## src/rtl/spi_word_receiver.sv

```systemverilog
// SPI slave word receiver: synchronizes cs/spiClk/sdi onto clk, assembles DATA_W-bit
// words and queues them in a small FIFO with sticky overrun and framing-error flags.
module spi_word_receiver #(
  parameter int DATA_W     = 8,
  parameter int FIFO_DEPTH = 4,
  parameter int MSB_FIRST  = 1,
  parameter int CPOL       = 0,
  parameter int CPHA       = 0
) (
  input  logic                          clk,
  input  logic                          nRst,
  input  logic                          cs,
  input  logic                          spiClk,
  input  logic                          sdi,
  output logic [DATA_W-1:0]             outData,
  output logic                          outValid,
  input  logic                          outReady,
  output logic                          overrun,
  output logic                          frameErr,
  input  logic                          clrFlags,
  output logic [$clog2(FIFO_DEPTH):0]   fillLevel
);

  localparam int   AW        = $clog2(FIFO_DEPTH);
  localparam int   CW        = $clog2(DATA_W + 1);
  localparam logic CK_IDLE   = (CPOL != 0);
  localparam logic RISE_SAMP = (CPOL == CPHA);

  typedef enum logic [1:0] {IDLE, SHIFT, PUSH} state_t;

  state_t            r_state, w_next;
  logic              r_csS1, r_csS2, r_csH;
  logic              r_ckS1, r_ckS2, r_ckH;
  logic              r_sdS1, r_sdS2, r_sdH;
  logic [1:0]        r_settle;
  logic              r_armed;
  logic [CW-1:0]     r_bitCnt;
  logic [DATA_W-1:0] r_shift;
  logic              r_overrun, r_frameErr;
  logic [DATA_W-1:0] r_mem [FIFO_DEPTH];
  logic [AW:0]       r_wPtr, r_rPtr;

  logic w_ckEdge, w_sample, w_lastBit, w_setFe;
  logic w_empty, w_full, w_pop, w_pushReq, w_push, w_setOv;

  always_ff @(posedge clk) begin
    if (!nRst) begin
      r_csS1 <= 1'b0;    r_csS2 <= 1'b0;    r_csH <= 1'b0;
      r_ckS1 <= CK_IDLE; r_ckS2 <= CK_IDLE; r_ckH <= CK_IDLE;
      r_sdS1 <= 1'b0;    r_sdS2 <= 1'b0;    r_sdH <= 1'b0;
    end else begin
      r_csS1 <= cs;     r_csS2 <= r_csS1; r_csH <= r_csS2;
      r_ckS1 <= spiClk; r_ckS2 <= r_ckS1; r_ckH <= r_ckS2;
      r_sdS1 <= sdi;    r_sdS2 <= r_sdS1; r_sdH <= r_sdS2;
    end
  end

  // A frame may only start once cs has been seen low after the synchronizer
  // has flushed its reset values, so a transfer straddling reset is ignored.
  always_ff @(posedge clk) begin
    if (!nRst) begin
      r_settle <= '0;
      r_armed  <= 1'b0;
    end else begin
      if (r_settle != 2'd3)
        r_settle <= r_settle + 2'd1;
      if (r_settle >= 2'd2 && !r_csS2)
        r_armed <= 1'b1;
    end
  end

  assign w_ckEdge  = RISE_SAMP ? (r_ckS2 & ~r_ckH) : (~r_ckS2 & r_ckH);
  assign w_sample  = w_ckEdge & r_csS2 & (r_state == SHIFT);
  assign w_lastBit = w_sample && (r_bitCnt == CW'(DATA_W - 1));
  assign w_setFe   = (r_state == SHIFT) && !r_csS2 && (r_bitCnt != '0);

  always_ff @(posedge clk) begin
    if (!nRst) r_state <= IDLE;
    else       r_state <= w_next;
  end

  always_comb begin
    w_next = r_state;
    if (!r_csS2) begin
      w_next = IDLE;
    end else begin
      case (r_state)
        IDLE:    if (r_armed) w_next = SHIFT;
        SHIFT:   if (w_lastBit) w_next = PUSH;
        PUSH:    w_next = SHIFT;
        default: w_next = IDLE;
      endcase
    end
  end

  always_ff @(posedge clk) begin
    if (!nRst) begin
      r_bitCnt <= '0;
      r_shift  <= '0;
    end else if (!r_csS2) begin
      r_bitCnt <= '0;
      r_shift  <= '0;
    end else if (r_state == PUSH) begin
      r_bitCnt <= '0;
    end else if (w_sample) begin
      r_bitCnt <= r_bitCnt + CW'(1);
      if (MSB_FIRST != 0) r_shift <= {r_shift[DATA_W-2:0], r_sdH};
      else                r_shift <= {r_sdH, r_shift[DATA_W-1:1]};
    end
  end

  assign w_empty   = (r_wPtr == r_rPtr);
  assign w_full    = (r_wPtr[AW] != r_rPtr[AW]) && (r_wPtr[AW-1:0] == r_rPtr[AW-1:0]);
  assign w_pop     = ~w_empty & outReady;
  assign w_pushReq = (r_state == PUSH);
  // A same-cycle pop frees the slot, so a push into a full FIFO is then accepted.
  assign w_push    = w_pushReq & (~w_full | w_pop);
  assign w_setOv   = w_pushReq & w_full & ~w_pop;

  always_ff @(posedge clk) begin
    if (w_push)
      r_mem[r_wPtr[AW-1:0]] <= r_shift;
  end

  always_ff @(posedge clk) begin
    if (!nRst) begin
      r_wPtr     <= '0;
      r_rPtr     <= '0;
      r_overrun  <= 1'b0;
      r_frameErr <= 1'b0;
    end else begin
      if (w_push) r_wPtr <= r_wPtr + (AW+1)'(1);
      if (w_pop)  r_rPtr <= r_rPtr + (AW+1)'(1);
      r_overrun  <= w_setOv | (r_overrun  & ~clrFlags);
      r_frameErr <= w_setFe | (r_frameErr & ~clrFlags);
    end
  end

  assign outValid  = ~w_empty;
  assign outData   = w_empty ? '0 : r_mem[r_rPtr[AW-1:0]];
  assign fillLevel = r_wPtr - r_rPtr;
  assign overrun   = r_overrun;
  assign frameErr  = r_frameErr;

endmodule

```

## config.mk

```make
export PLATFORM = sky130hd
export DESIGN_NAME = spi_word_receiver
export DESIGN_NICKNAME = d
export VERILOG_FILES = /design/src/rtl/spi_word_receiver.sv
export SDC_FILE = /design/constraint.sdc
export NUM_CORES = 1
export LEC_CHECK = 0
export ABC_CLOCK_PERIOD_IN_PS = 2350
export BUFFER_PORTS_ARGS = -buffer_cell sky130_fd_sc_hd__buf_4
export CORE_MARGIN = 3
export CORE_UTILIZATION = 40
export CTS_CLUSTER_DIAMETER = 40
export DETAILED_ROUTE_END_ITERATION = 8
export PLACE_DENSITY_LB_ADDON = 0.08
export SLEW_MARGIN = 20
export SYNTH_ARGS = -nofsm -noshare
export SYNTH_HDL_FRONTEND = slang
export SYNTH_SLANG_ARGS = --single-unit
```

## constraint.sdc

```tcl
create_clock -name clk -period 2.35 [get_ports clk]
set_input_delay 0.3525 -clock clk [delete_from_list [all_inputs] [get_ports clk]]
set_output_delay 0.3525 -clock clk [all_outputs]
set_load 0.02 [all_outputs]
```

## Word level (Yosys, flattened, before mapping)

Memories as Yosys holds them, arrays and structs flattened. A register that Yosys moved wholly into a read port is not among the register bits.
Cells that the tools add are included.

| storage, ports and cells | value |
|---|---|
| register bits | 33 |
| memory bits (writable) | 32 |
| input bits | 7 |
| output and inout port bits | 14 |
| memories kept | 1 |

| operators by class | value |
|---|---|
| add/subtract/negate cells | 5 |
| magnitude comparators | 1 |
| eq/ne operators | 9 |
| muxes and demuxes | 8 |
| bitwise logic cells | 20 |
| reductions and logical operators | 12 |

Memories:

| name | words | bits a word | read ports | clocked after Yosys merged registers in | wr ports | RTL line | source |
|---|---|---|---|---|---|---|---|
| r_mem | 4 | 8 | 1 | 1 | 1 | 40 | `logic [DATA_W-1:0] r_mem [FIFO_DEPTH];` |

Operators by type and width:

| operator | count |
|---|---|
| 1-bit AND | 9 |
| 2-bit 2-to-1 mux | 4 |
| 8-bit 2-to-1 mux | 1 |
| 1-bit inverter | 8 |
| 3-bit by 1-bit adder with 3-bit output, second input constant | 2 |
| 2-bit != test, second input constant | 3 |
| 2-bit one-hot mux with 3 select lines | 1 |
| 2-bit AND reduction | 3 |
| 1-bit logical AND | 5 |
| 4-bit by 1-bit adder with 4-bit output, second input constant | 1 |
| 4-bit by 3-bit equality test with 1-bit output, second input constant | 1 |
| 4-bit nonzero test | 1 |
| 3-bit equality test | 1 |
| 1-bit OR | 3 |
| 3-bit OR reduction | 1 |
| 3-bit subtractor | 1 |
| 2-bit by 1-bit adder with 2-bit output, second input constant | 1 |
| 2-bit by 1-bit equality test with 1-bit output, second input constant | 1 |
| 2-bit equality test | 1 |
| 2-bit equality test, second input constant | 1 |
| 2-bit greater-or-equal comparator, second input constant | 1 |
| 2-bit zero test | 1 |
| 1-bit 2-to-1 mux | 2 |
| 1-bit zero test | 1 |
| 1-bit != test | 1 |

## Logic depth before layout (Yosys ltp)

Gate-level depths: netlist (run 1).

| logic depth | value |
|---|---|
| depth after elaboration | 7 |
| mapped depth | 6 |
| mapped depth without buffers | 5 |

## Least setup slack after synthesis (run 1)

Ideal clock, no wire load.

| path | value |
|---|---|
| kind | register to output |
| start | register r_wPtr[0] |
| end | output outData[0] |
| data arrival time | 1.515 ns |
| data required time | 1.997 ns |
| slack | 0.483 ns |
| stages on the path, launching flop included | 7 |
| buffers on the path | 1 |
| cells stage by stage | dfxtp_1 > inv_1 > ha_1 > and2_1 > and2_0 > buf_2 > nor2b_1 |

| between the ends | value |
|---|---|
| word-level cells in the longest chain between the ends | 2 |

RTL lines:

| item | RTL line | source |
|---|---|---|
| start, declared | 41 | `logic [AW:0] r_wPtr, r_rPtr;` |
| start signal, assigned | 132 | `if (w_push) r_wPtr <= r_wPtr + (AW+1)'(1);` |
| 3-bit equality test | 112 | `assign w_empty = (r_wPtr == r_rPtr);` |
| 8-bit 2-to-1 mux | 140 | `assign outData = w_empty ? '0 : r_mem[r_rPtr[AW-1:0]];` |
| end, declared | 15 | `output logic [DATA_W-1:0] outData,` |

No other way between the ends.

## Final worst setup path (run 1)

Ends and elaborated chain as after synthesis.

==> results of run 1 <==
-- final timing paths --
kind                 endpoint  slack, ns  cells after the start
hold reg to reg        r_csS2       0.43                      1
setup / recovery   outData[0]       0.20                      7
hold / removal         r_sdS1       0.22                      2
setup reg to reg  r_mem[0][6]       0.51                      5
-- power groups by stage --
stage / Clock, mW / Sequential [mW] / Combinational, mW
finish: 1.12 / 1.24 / 0.0681
global route: 1.21 / 1.24 / 0.0802
CTS: 1.14 / 1.24 / 0.0695
detailed placement: 0 / 1.27 / 0.0674
global placement: 0 / 1.27 / 0.0671
floorplan: 0 / 1.27 / 0.0489
-- synth_stat cells (2+ instances only) --
cell type | instances | share of area, %
mux2i_1 | 7 | 2.5
nor3_1 | 2 | 0.36
o31ai_1 | 2 | 0.54
o21ai_0 | 11 | 2.0
nand2_1 | 13 | 1.7
clkbuf_1 | 7 | 0.94
edfxtp_1 | 32 | 34
inv_1 | 10 | 1.3
mux4_2 | 8 | 6.5
nor2_1 | 4 | 0.54
a21oi_1 | 13 | 2.3
ha_1 | 11 | 4.9
o21a_1 | 4 | 1.1
nand2b_1 | 4 | 0.90
nor2b_1 | 10 | 2.2
nand3_1 | 12 | 2.2
or4_1 | 2 | 0.54
xnor2_1 | 2 | 0.63
buf_2 | 3 | 0.54
and2_1 | 14 | 3.1
dfxtp_1 | 35 | 25
-- through the flow --
stage	utilization [%]	hold WS, ns
after floorplan	-	0.412
after global placement	46.4	0.417
after detailed placement	46.4	0.424
after CTS	49.9	0.210
after global routing	50.1	0.211
final	50.1	0.218
-- worst reg2reg max path: stages, from the launching register on --
cell and delay (ns):
dfxtp_2 0.34, inv_1 0.15, ha_4 0.23, nand2_1 0.10, o31a_1 0.24, and2_1 0.43
-- cells by family after synthesis --
family                   synth area share (%)
XOR/XNOR                                 1.21
AND/OR/NAND/NOR                          14.5
AO/OA/AOI/OAI                            7.13
multiplexers                             8.97
flip-flops                               59.6
buffers and inverters                    2.96
adder cells (fa/ha/maj)                  5.65
-- flip-flops by register name, summed over array words and instances, names as in the netlist, named ones only --
signal / cells
r_csS1: 1
r_state: 2
r_sdS2: 1
r_ckH: 1
r_bitCnt: 4
r_sdS1: 1
r_ckS1: 1
r_shift: 8
frameErr: 1
r_armed: 1
r_csS2: 1
r_settle: 2
r_sdH: 1
r_mem: 32
r_wPtr: 3
r_ckS2: 1
r_rPtr: 3
overrun: 1
-- area by class of cell --
| cell class | count | share of cell area [%] |
|---|---|---|
| multi-input cells | 133 | 32.1 |
| clock buffers | 10 | 3.88 |
| well taps | 93 | 3.53 |
| flip-flops and latches | 67 | 50.6 |
| inverters | 11 | 1.25 |
| clock inverters | 6 | 3.19 |
| repair buffers | 24 | 5.47 |
-- routing by layer --
metal	vias up	wire [µm]
li1	842	-
met1	812	2400
met2	25	2210
met3	8	146
met4	0	79
met5	-	0
==> summary by stage, run 1 <==
Route
Summed over all layers, the routed wires come to just under 5000 µm. The total vias in the final route is 1,687. Once detail routing completed, the nets flagged for antenna violations numbered 0. In the final routed layout, each cell accounts on average for about 14 µm. Using the TritonRoute via totals, the vias-per-cell ratio works out to 4.90. In the routed design, unresolved DRC markers number 0.

The number of violations reported at the end of detailed-routing iteration 0 is 83. The first detailed-routing pass ran for 4 iterations.

Setup path
In this run the worst setup path begins at r_wPtr[0]. The data arrival time of the worst path is 1.80 ns. The critical path goes through inv_1, ha_4, and2_1, and2_0, buf_4, nor2b_1, buf_4. The required time of the critical path is 2.00 ns. Together, buffers and inverters on the worst path number 3. The critical path class is reg -> out.

The endpoint type of the worst setup path is a primary output. The start of the worst register-to-register path is r_wPtr[0]. The most numerous cell type found on the critical path is buf_4.

The worst setup path is launched from a flop. Along the worst path, the maximum fanout reaches 9. The slowest stage of the critical path is the dfxtp_2 cell. In this design, the stage delay of the slowest critical-path cell is 0.34 ns.

In this design, the largest share of critical-path delay is due to buffers and inverters.

Hold path
In this run the worst hold path is classified as in -> reg. The beginning of the worst hold path is sdi.

Timing
Subtracting the final worst setup slack from the clock period gives 2.15 ns. The count of endpoints failing setup in the final report is 0. The transition time at the pin with the least slew margin is 0.533 ns. Timing would allow up to 0.464 GHz.

For the final database, setup skew stands at 0.00907 ns. The final count of pins violating max slew is 0. The final worst-path cycle share is approximately nine tenths.

Summed over all failing endpoints, the final setup total negative slack is 0 ns. The number of failing hold endpoints at the final stage came to 0. The final setup slack of the worst path is just under 0.2 ns. Setup repair after global routing left no endpoint under its margin. The worst pin sits at a relative slew slack of between 60% and 70%.

Clock network
The number of buffers inserted during clock tree synthesis is 9. The number of gates resized after CTS was 0. The deepest level of the CTS H-tree is 3. For this design, the CTS-stage hold fixing added 0 buffers. Counting every sink on the clock net gives 67. TritonCTS built the clock tree. The later pin in the worst-skew pair is clocked with a latency of 0.34 ns. In this run the clock root is driven by a clkbuf_8.

The maximum count of clock buffers along a single path is 2. The clock-pin slew reported for the worst setup and hold paths after clock tree synthesis is 0.07 ns. Buffers added to address setup during post-CTS repair amount to 0.

Finish
The layout overhead on the synthesized area is 18.0%. The non-filler instance count after layout is 344. The share of post-route cells with drive strength above 1 is about a fifth. The most common cell after layout, fill and taps aside is dfxtp_1. The flip-flop and latch area is 1660 µm². The library cells used most frequently in the layout, excluding fill and tap cells, are dfxtp_1 (33), edfxtp_1 (32), buf_4 (24). Once layout is done, the placed cells without fillers occupy 3290 µm².

Summing all multi-input logic gate instances after layout gives about 1100 µm². The net count reported at finish is 265. The antenna diode count is 0.

Fill cells in the final layout number ~600.

Die
The initial cell density of the core is 42.5%. The core box area is 6570 µm². The vertical die dimension is 89.5 µm. After floorplanning, the core was divided into 29 placement rows. The width of the chip is 89.5 µm. 21 I/O pins were placed.

The die area is 8010 µm².

Global routing
The most crowded layer after global routing is met2. The pin count of the biggest net entering global routing is 28. The global routing met3 resource utilization is 4.15%. Global routing used 14.0% of the available tracks across all layers. Global routing consumed, on the met2 layer, 20.6% of the routing resources.

The number of global-route vias before repair came to about 1,600. The global-route congestion overflow total is 0. The initial antenna violation count is 0. The global routing met1 resource utilization is 19.1%. The wire length of the first global-routing pass is 8270 µm.

Power
The internal power component is between 1.5 and 2 mW. In this run the power density over the cells is 739 nW/µm². The design draws roughly 2.4 mW.

The analysis attributes to cell leakage a power of 1.22 nW. The net switching power of the design is ~0.47 mW. The maximum resistive drop on vdd is 0.000467 V. The share of total power dissipated in combinational logic is 2.8%. The relative contribution of sequential cells to total power is 51.0%. The share of total power consumed by net switching is 19.4%. The fraction of power consumed by the clock network is 46.2%.

Synthesis
The most used flip-flop cell after synthesis is dfxtp_1. Yosys mapped the design onto 36 distinct sky130hd cell types. The synthesized design contains 32 enable-type register cells. Counting flops with an async set or reset pin after synthesis yields a share of 0%. The post-synthesis instance area is roughly 2800 µm².

The count of synthesis-stage warnings from yosys is 0. Counting flops and latches in the post-synthesis netlist gives 67. The cell count after synthesis is about 220. The post-synthesis area per instance is 12.6 µm². The net count after synthesis is 240.

Sequential cells were found to cover between 50% and 60% of the synthesized design area.

Placement
Counting tap cells, the placed design contains a total of 328 instances. The routability-driven placement congestion ratio is 0.764. Summing all placed instances gives a cell area of 3040 µm².

After legalization and detailed placement, the total HPWL measured 3150 µm. The setup slack at placement is roughly 0.38 ns. The number of buffer cells added on primary ports is 20.

Run status
The flow ran to the end, and the final reports show no timing, DRC or antenna violations.

Job
Max-cap violations in this run came to 0.
Power figures use the tool's default switching activity.
==> inputs of run 2 (changes only) <==
CORE_UTILIZATION = 30   (was 40)
==> run 2 against run 1 <==
  * Total power fell by 3.5%
  * Utilization fell by 13 points
  * Flip-flop and latch count did not move
  * Wire length rose by 5.9%
  * Register-to-register slack got worse by 0.16 ns
  * Largest power group unchanged
  * Highest routed layer unchanged
==> summary by stage, run 2 (synthesis results as in run 1) <==
Run status
The flow ran to the end, and the final reports show no timing, DRC or antenna violations.

Setup path
STA classifies the critical path endpoint as a primary output. The critical path class is reg -> out. Counting cells, the worst reg-to-reg path comes to 5. In this run the worst path has a maximum fanout of 9. The worst setup path is launched from a flop. STA puts the critical path data required time at approximately 2 ns.

Data arrives at the worst endpoint at 1.79 ns.

Die
The number of cell rows is 34. Pin placement for this block handled 21 I/O pins. The initial cell density of the core is 31.4%.

The floorplan step set the die height to between 100 and 150 µm. The die covers ~10,000 µm². The width of the chip is 102 µm.

After floorplanning, the core was sized to cover 8890 µm².

Route
The total length of routed met3 wires is 208 µm. The final routed DRC violation total is 0. The total routed wirelength is 5120 µm. The routed length on met1 is between 2000 and 2500 µm. The remaining number of nets flagged by the antenna check after routing is 0. The final route contains approximately 1,700 vias. The top metal layer carrying routed signals is met4. The routed wire length per instance is 14.3 µm.

Using the TritonRoute via totals, the vias-per-cell ratio works out to 4.64. The wire length on met2 is roughly 2400 µm. The first-pass iteration count of the detailed router is 4.

The number of violations reported at the end of detailed-routing iteration 0 is 80.

Clock network
Clock tree synthesis found a total of between 60 and 70 sinks. The number of buffers inserted to repair setup after CTS is 0. CTS placed an instance of clkbuf_8 at the clock tree root. Buffers inserted during clock tree synthesis total 9. The deepest level of the CTS H-tree is 3. The clock passes through at most 2 buffers. The TritonCTS clock tree is yes.

The number of buffers inserted by hold repair at cts is 0. The later pin in the worst-skew pair is clocked with a latency of 0.33 ns. Clock-pin slew was measured on the worst setup and hold paths at 0.07 ns.

Global routing
Entering global routing, the biggest net connects 28 pins. The number of global-route vias before repair is 1,719. The first global-routing pass estimated 8620 µm of wire. The initial antenna violation count is 0. The combined global-route utilization of all metal layers is 11.0%.

The global-route congestion overflow total is 0.

Power
The maximum resistive drop on vdd is 0.000471 V. For this design the ratio of total power to cell area is 716 nW/µm². For this design the static power due to leakage is 1.21 nW.

Finish
The finished cells cover 3280 µm². The net count reported at finish is 265. The most common cell after layout, fill and taps aside is dfxtp_1. Leaving out fill and tap cells, the most frequent cells in the layout are dfxtp_1 (35), edfxtp_1 (32), buf_4 (24). The flip-flop count of the largest register, all copies and words added is 32.

The antenna diode count is 0. From synthesis to final layout, the design area changed by 17.6%. The share of post-route cells with drive strength above 1 is 19.9%.

The number of fillers in the final layout is 870.

Timing
The transition time at the pin with the least slew margin is 0.540 ns. The worst path needs 2.15 ns of the cycle, external delays included. The count of endpoints failing setup in the final report is 0. Derived from the worst setup path, the maximum achievable clock frequency is 0.466 GHz.

Headroom to the max-slew limit came out at 64.0%. The final count of pins violating max slew is 0. Setup repair after global routing left no endpoint under its margin. The final worst-path cycle share is between 90% and 100%. The number of failing hold endpoints at the final stage came to 0. For the final database, setup skew stands at roughly 0.0077 ns. The final total negative setup slack is 0 ns.

Placement
The routability-driven placement congestion ratio is 0.709. The cell area after placement is 3060 µm². The number of buffer cells added on primary ports is 20.

Once detailed placement completed, the half-perimeter wirelength came to 3340 µm.

Hold path
The cell count of the worst hold path is 2. The path class of the tightest hold or removal check is in -> reg.

Job
Max-cap violations in this run came to 0.
[run 2: cell types whose count changed in the layout (fill, tap and decap cells not counted), sizes merged]
cell / previous run / this run
inv: 11 / 12
bufinv: 3 / 2
clkbuf: 10 / 9
clkinvlp: 1 / 2
[run 2: through the flow]
| stage | hold WS [ns] | worst slack, ns | utilization, % | cells | total power, mW |
|---|---|---|---|---|---|
| after floorplan | 0.412 | 0.483 | - | 221 | 1.31 |
| after global placement | 0.414 | 0.304 | 34.4 | 343 | 1.34 |
| after detailed placement | 0.421 | 0.249 | 34.4 | 343 | 1.34 |
| after CTS | 0.201 | 0.0118 | 36.9 | 359 | 2.38 |
| after global routing | 0.213 | 0.0387 | 36.9 | 359 | 2.44 |
| final | 0.223 | 0.205 | 36.9 | 359 | 2.35 |
[run 2: final cells by class]
cell class / instances / area (µm²) / area share (%)
Sequential cell: 67 / 1660 / 50.6
Multi-Input combinational cell: 133 / 1050 / 31.9
Timing Repair Buffer: 24 / 180 / 5.49
Tap cell: 108 / 135 / 4.12
Clock buffer: 9 / 124 / 3.78
Clock inverter: 7 / 91.3 / 2.78
Inverter: 11 / 41.3 / 1.26
[run 2: power breakdown]
group	internal, mW	switching [mW]	leakage (nW)	total (mW)
Combinational	0.0332	0.0334	0.453	0.0666
Sequential	1.23	0.0117	0.657	1.24
Clock	0.594	0.447	0.101	1.04
Total	1.86	0.492	1.21	2.35
[run 2: routing by layer]
layer	up-vias	track usage, %
li1	835	-
met1	789	13.6
met2	32	17.7
met3	9	3.75
met4	0	4.54
met5	-	0
[run 2: what timing repair did]
| action | CTS | global route |
|---|---|---|
| gates resized for setup | 1 | 2 |
| setup endpoints to repair | 9 | 9 |
| pin swaps | 0 | 0 |
[run 2: critical path, cell delays in order (launching register included)]
cell and delay (ns):
dfxtp_1 0.38, inv_1 0.11, ha_1 0.33, and2_1 0.18, and2_4 0.20, nor2b_1 0.12
buf_4 0.15
[run 2: worst paths after layout]
kind / from / endpoint / slack [ns]
worst max-delay path: r_wPtr[0] / outData[7] / 0.20
worst min-delay path: spiClk / r_ckS1 / 0.22
worst max register to register: r_wPtr[0] / r_mem[2][0] / 0.35
worst min register to register: r_ckS1 / r_ckS2 / 0.43
==> inputs of run 3 (changes only) <==
CORE_MARGIN = unset   (was 3)
==> run 3 against run 2 <==
  * Utilization is essentially flat
  * Global-route usage up 0.70 points
  * Flip-flop and latch count stayed put
  * Cell count stayed put
  * First-iteration DRC count decreased by 14%
  * Sequential power about the same
  * Sequential share of layout area is 0.27 points higher
  * Hold slack worse by 0.0049 ns
  * Largest cell class unchanged
  * Largest power group unchanged
  * Highest routed layer unchanged
==> summary by stage, run 3 (synthesis results as in run 1) <==
Finish
The non-filler instance count after layout is 359. The antenna diode count is 0. The most common cell after layout, fill and taps aside is dfxtp_1. The net count reported at finish is 265. The area growth from synthesis to layout is 17.1%. The share of post-route cells with drive strength above 1 is 21.1%. The number of fillers in the final layout is 885. Summing all non-filler instances in the final layout gives an area of 3270 µm². The flip-flop count of the largest register, all copies and words added is 32.

In the final layout, the multi-input gates occupy 1050 µm². Once layout is complete, the utilization of the core stands at 36.9%. The top cell types in the final layout, fill and taps aside, are dfxtp_1 (34), edfxtp_1 (32), buf_4 (24).

Summing all flip-flop and latch instances after layout gives about 1700 µm².

Timing
Static timing analysis puts the maximum clock frequency at 0.457 GHz. The post-route minimum period is 2.19 ns. The final worst-path cycle share is 93.1%. The post-route clock skew is ~0.01 ns. The transition time at the pin with the least slew margin is 0.570 ns.

The tightest hold path in the finished design has a slack of 0.218 ns. Setup repair after global routing left no endpoint under its margin. The relative max-transition margin is between 60 and 70%. Setup violations remaining at the end of the flow were counted as 0. The number of failing hold endpoints at the final stage was 0. After layout, the worst setup slack is 0.163 ns. The final count of pins violating max slew is 0. The final total negative setup slack is 0 ns.

Clock network
Clock latency on the worst-skew pair, taken at its later pin, is 0.34 ns. The number of buffers inserted during clock tree synthesis is 9. The clock-pin slew reported for the worst setup and hold paths after clock tree synthesis is 0.08 ns. The clock root buffer is clkbuf_8. The maximum count of clock buffers along a single path is 2.

The number of buffers inserted to repair setup after CTS is 0. The TritonCTS clock tree is yes. The number of sinks driven by the clock tree is 67. The clock tree synthesis step divided the H-tree into 3 levels.

Global routing
The pin count of the biggest net entering global routing is 28. The number of global-route vias before repair is 1,649. The combined global-route utilization of all metal layers is 11.7%. The first global-routing pass estimated approximately 8500 µm of wire. The initial antenna violation count was 0.

Summed over all layers, the global routing overflow is 0.

Route
The first detailed-routing pass took 4 iterations. The routed wire length per instance is around 14 µm. For this block, the routed nets add up to 5110 µm of wire. The final routed DRC violation total is 0. The detailed-route vias per instance is approximately 4.7. The top metal layer carrying routed signals is met4. Across all layers, the routed design uses 1,675 vias. The number of violations reported at the end of detailed-routing iteration 0 is 69. In the final routing, the length of wire on met1 measures 2430 µm. The remaining number of nets flagged by the antenna check after routing is 0. The routed design uses 195 µm of met3 wire. In the detailed route, the total length drawn on met2 is 2420 µm.

Power
Overall power consumption after layout is estimated at around 2.3 mW. For this design the ratio of total power to cell area is 695 nW/µm². The analysis attributes to cell leakage a power of 1.20 nW.

IR analysis of the VDD net gives a maximum drop of approximately 0.00041 V.

Run status
The flow ran to the end, and the final reports show no timing, DRC or antenna violations.

Placement
Input and output buffers added on the ports amount to 20. The cell area after placement is 3060 µm². The cell count after placement is 343. The congestion estimate from routability-driven global placement came to 0.701. After legalization and detailed placement, the total HPWL measured about 3300 µm. Prior to clock tree synthesis, the placed netlist has a worst setup slack of 0.232 ns.

Die
The initial cell density of the core is a little under a third. The floorplan step defined a die boundary enclosing 9690 µm². The vertical die dimension is 98.4 µm. 21 I/O pins were placed. The width of the chip is 98.4 µm.

After floorplanning, the core was sized to cover around 8800 µm². The number of cell rows is 34.

Setup path
The required time of the critical path is 2.00 ns. The worst-path maximum fanout is 9. STA classifies the critical path endpoint as a primary output.

The critical path's slowest cell is dfxtp_1. The critical path class is reg -> out. The data arrival time of the worst path is about 1.8 ns. The critical path goes through inv_1, ha_1, and2_1, and2_2, nor2b_1, buf_4. STA classifies the critical path startpoint as a flop. For this run, the slowest stage of the critical path takes 0.41 ns.

Hold path
The class of the tightest hold or removal check is in -> reg.

Job
The tool flagged a number of max-cap violations equal to 0.
run 3: critical path: cells and delay by family (launching register included):
family                     cells  cell delay (ns)
adders and majority gates      1             0.29
buffers and inverters          2             0.21
DFF                            1             0.41
and+or+nand+nor                3             0.58
run 3: repair_timing:
action	CTS	global route
hold endpoints to repair	0	0
resized for setup	1	2
hold buffers	0	0
endpoints found under the setup margin	9	9
run 3: per-layer routing:
metal	vias to the layer above	global-route usage, %
li1	832	-
met1	809	14.4
met2	29	18.9
met3	5	4.75
met4	0	3.79
met5	-	0
run 3: path summary, 6_finish.rpt:
check / to / depth (start not counted) / from / slack, ns
setup / recovery: outData[0] / 6 / r_rPtr[1] / 0.16
hold / removal: r_sdS1 / 2 / sdi / 0.22
setup reg to reg: r_mem[2][0] / 5 / r_rPtr[1] / 0.41
hold reg to reg: r_sdH / 1 / r_sdS2 / 0.44
run 3: report_power, final:
| part | leakage [nW] | internal (mW) | switching [mW] |
|---|---|---|---|
| Sequential | 0.657 | 1.23 | 0.0125 |
| Clock | 0.0958 | 0.495 | 0.467 |
| Combinational | 0.450 | 0.0336 | 0.0342 |
| Total | 1.20 | 1.76 | 0.514 |
run 3: final cells by class:
cell class / instances / area share [%]
Clock buffer: 9 / 3.79
Multi-Input combinational cell: 133 / 32.0
Inverter: 11 / 1.26
Clock inverter: 7 / 2.34
Tap cell: 108 / 4.14
Timing Repair Buffer: 24 / 5.52
Sequential cell: 67 / 50.9
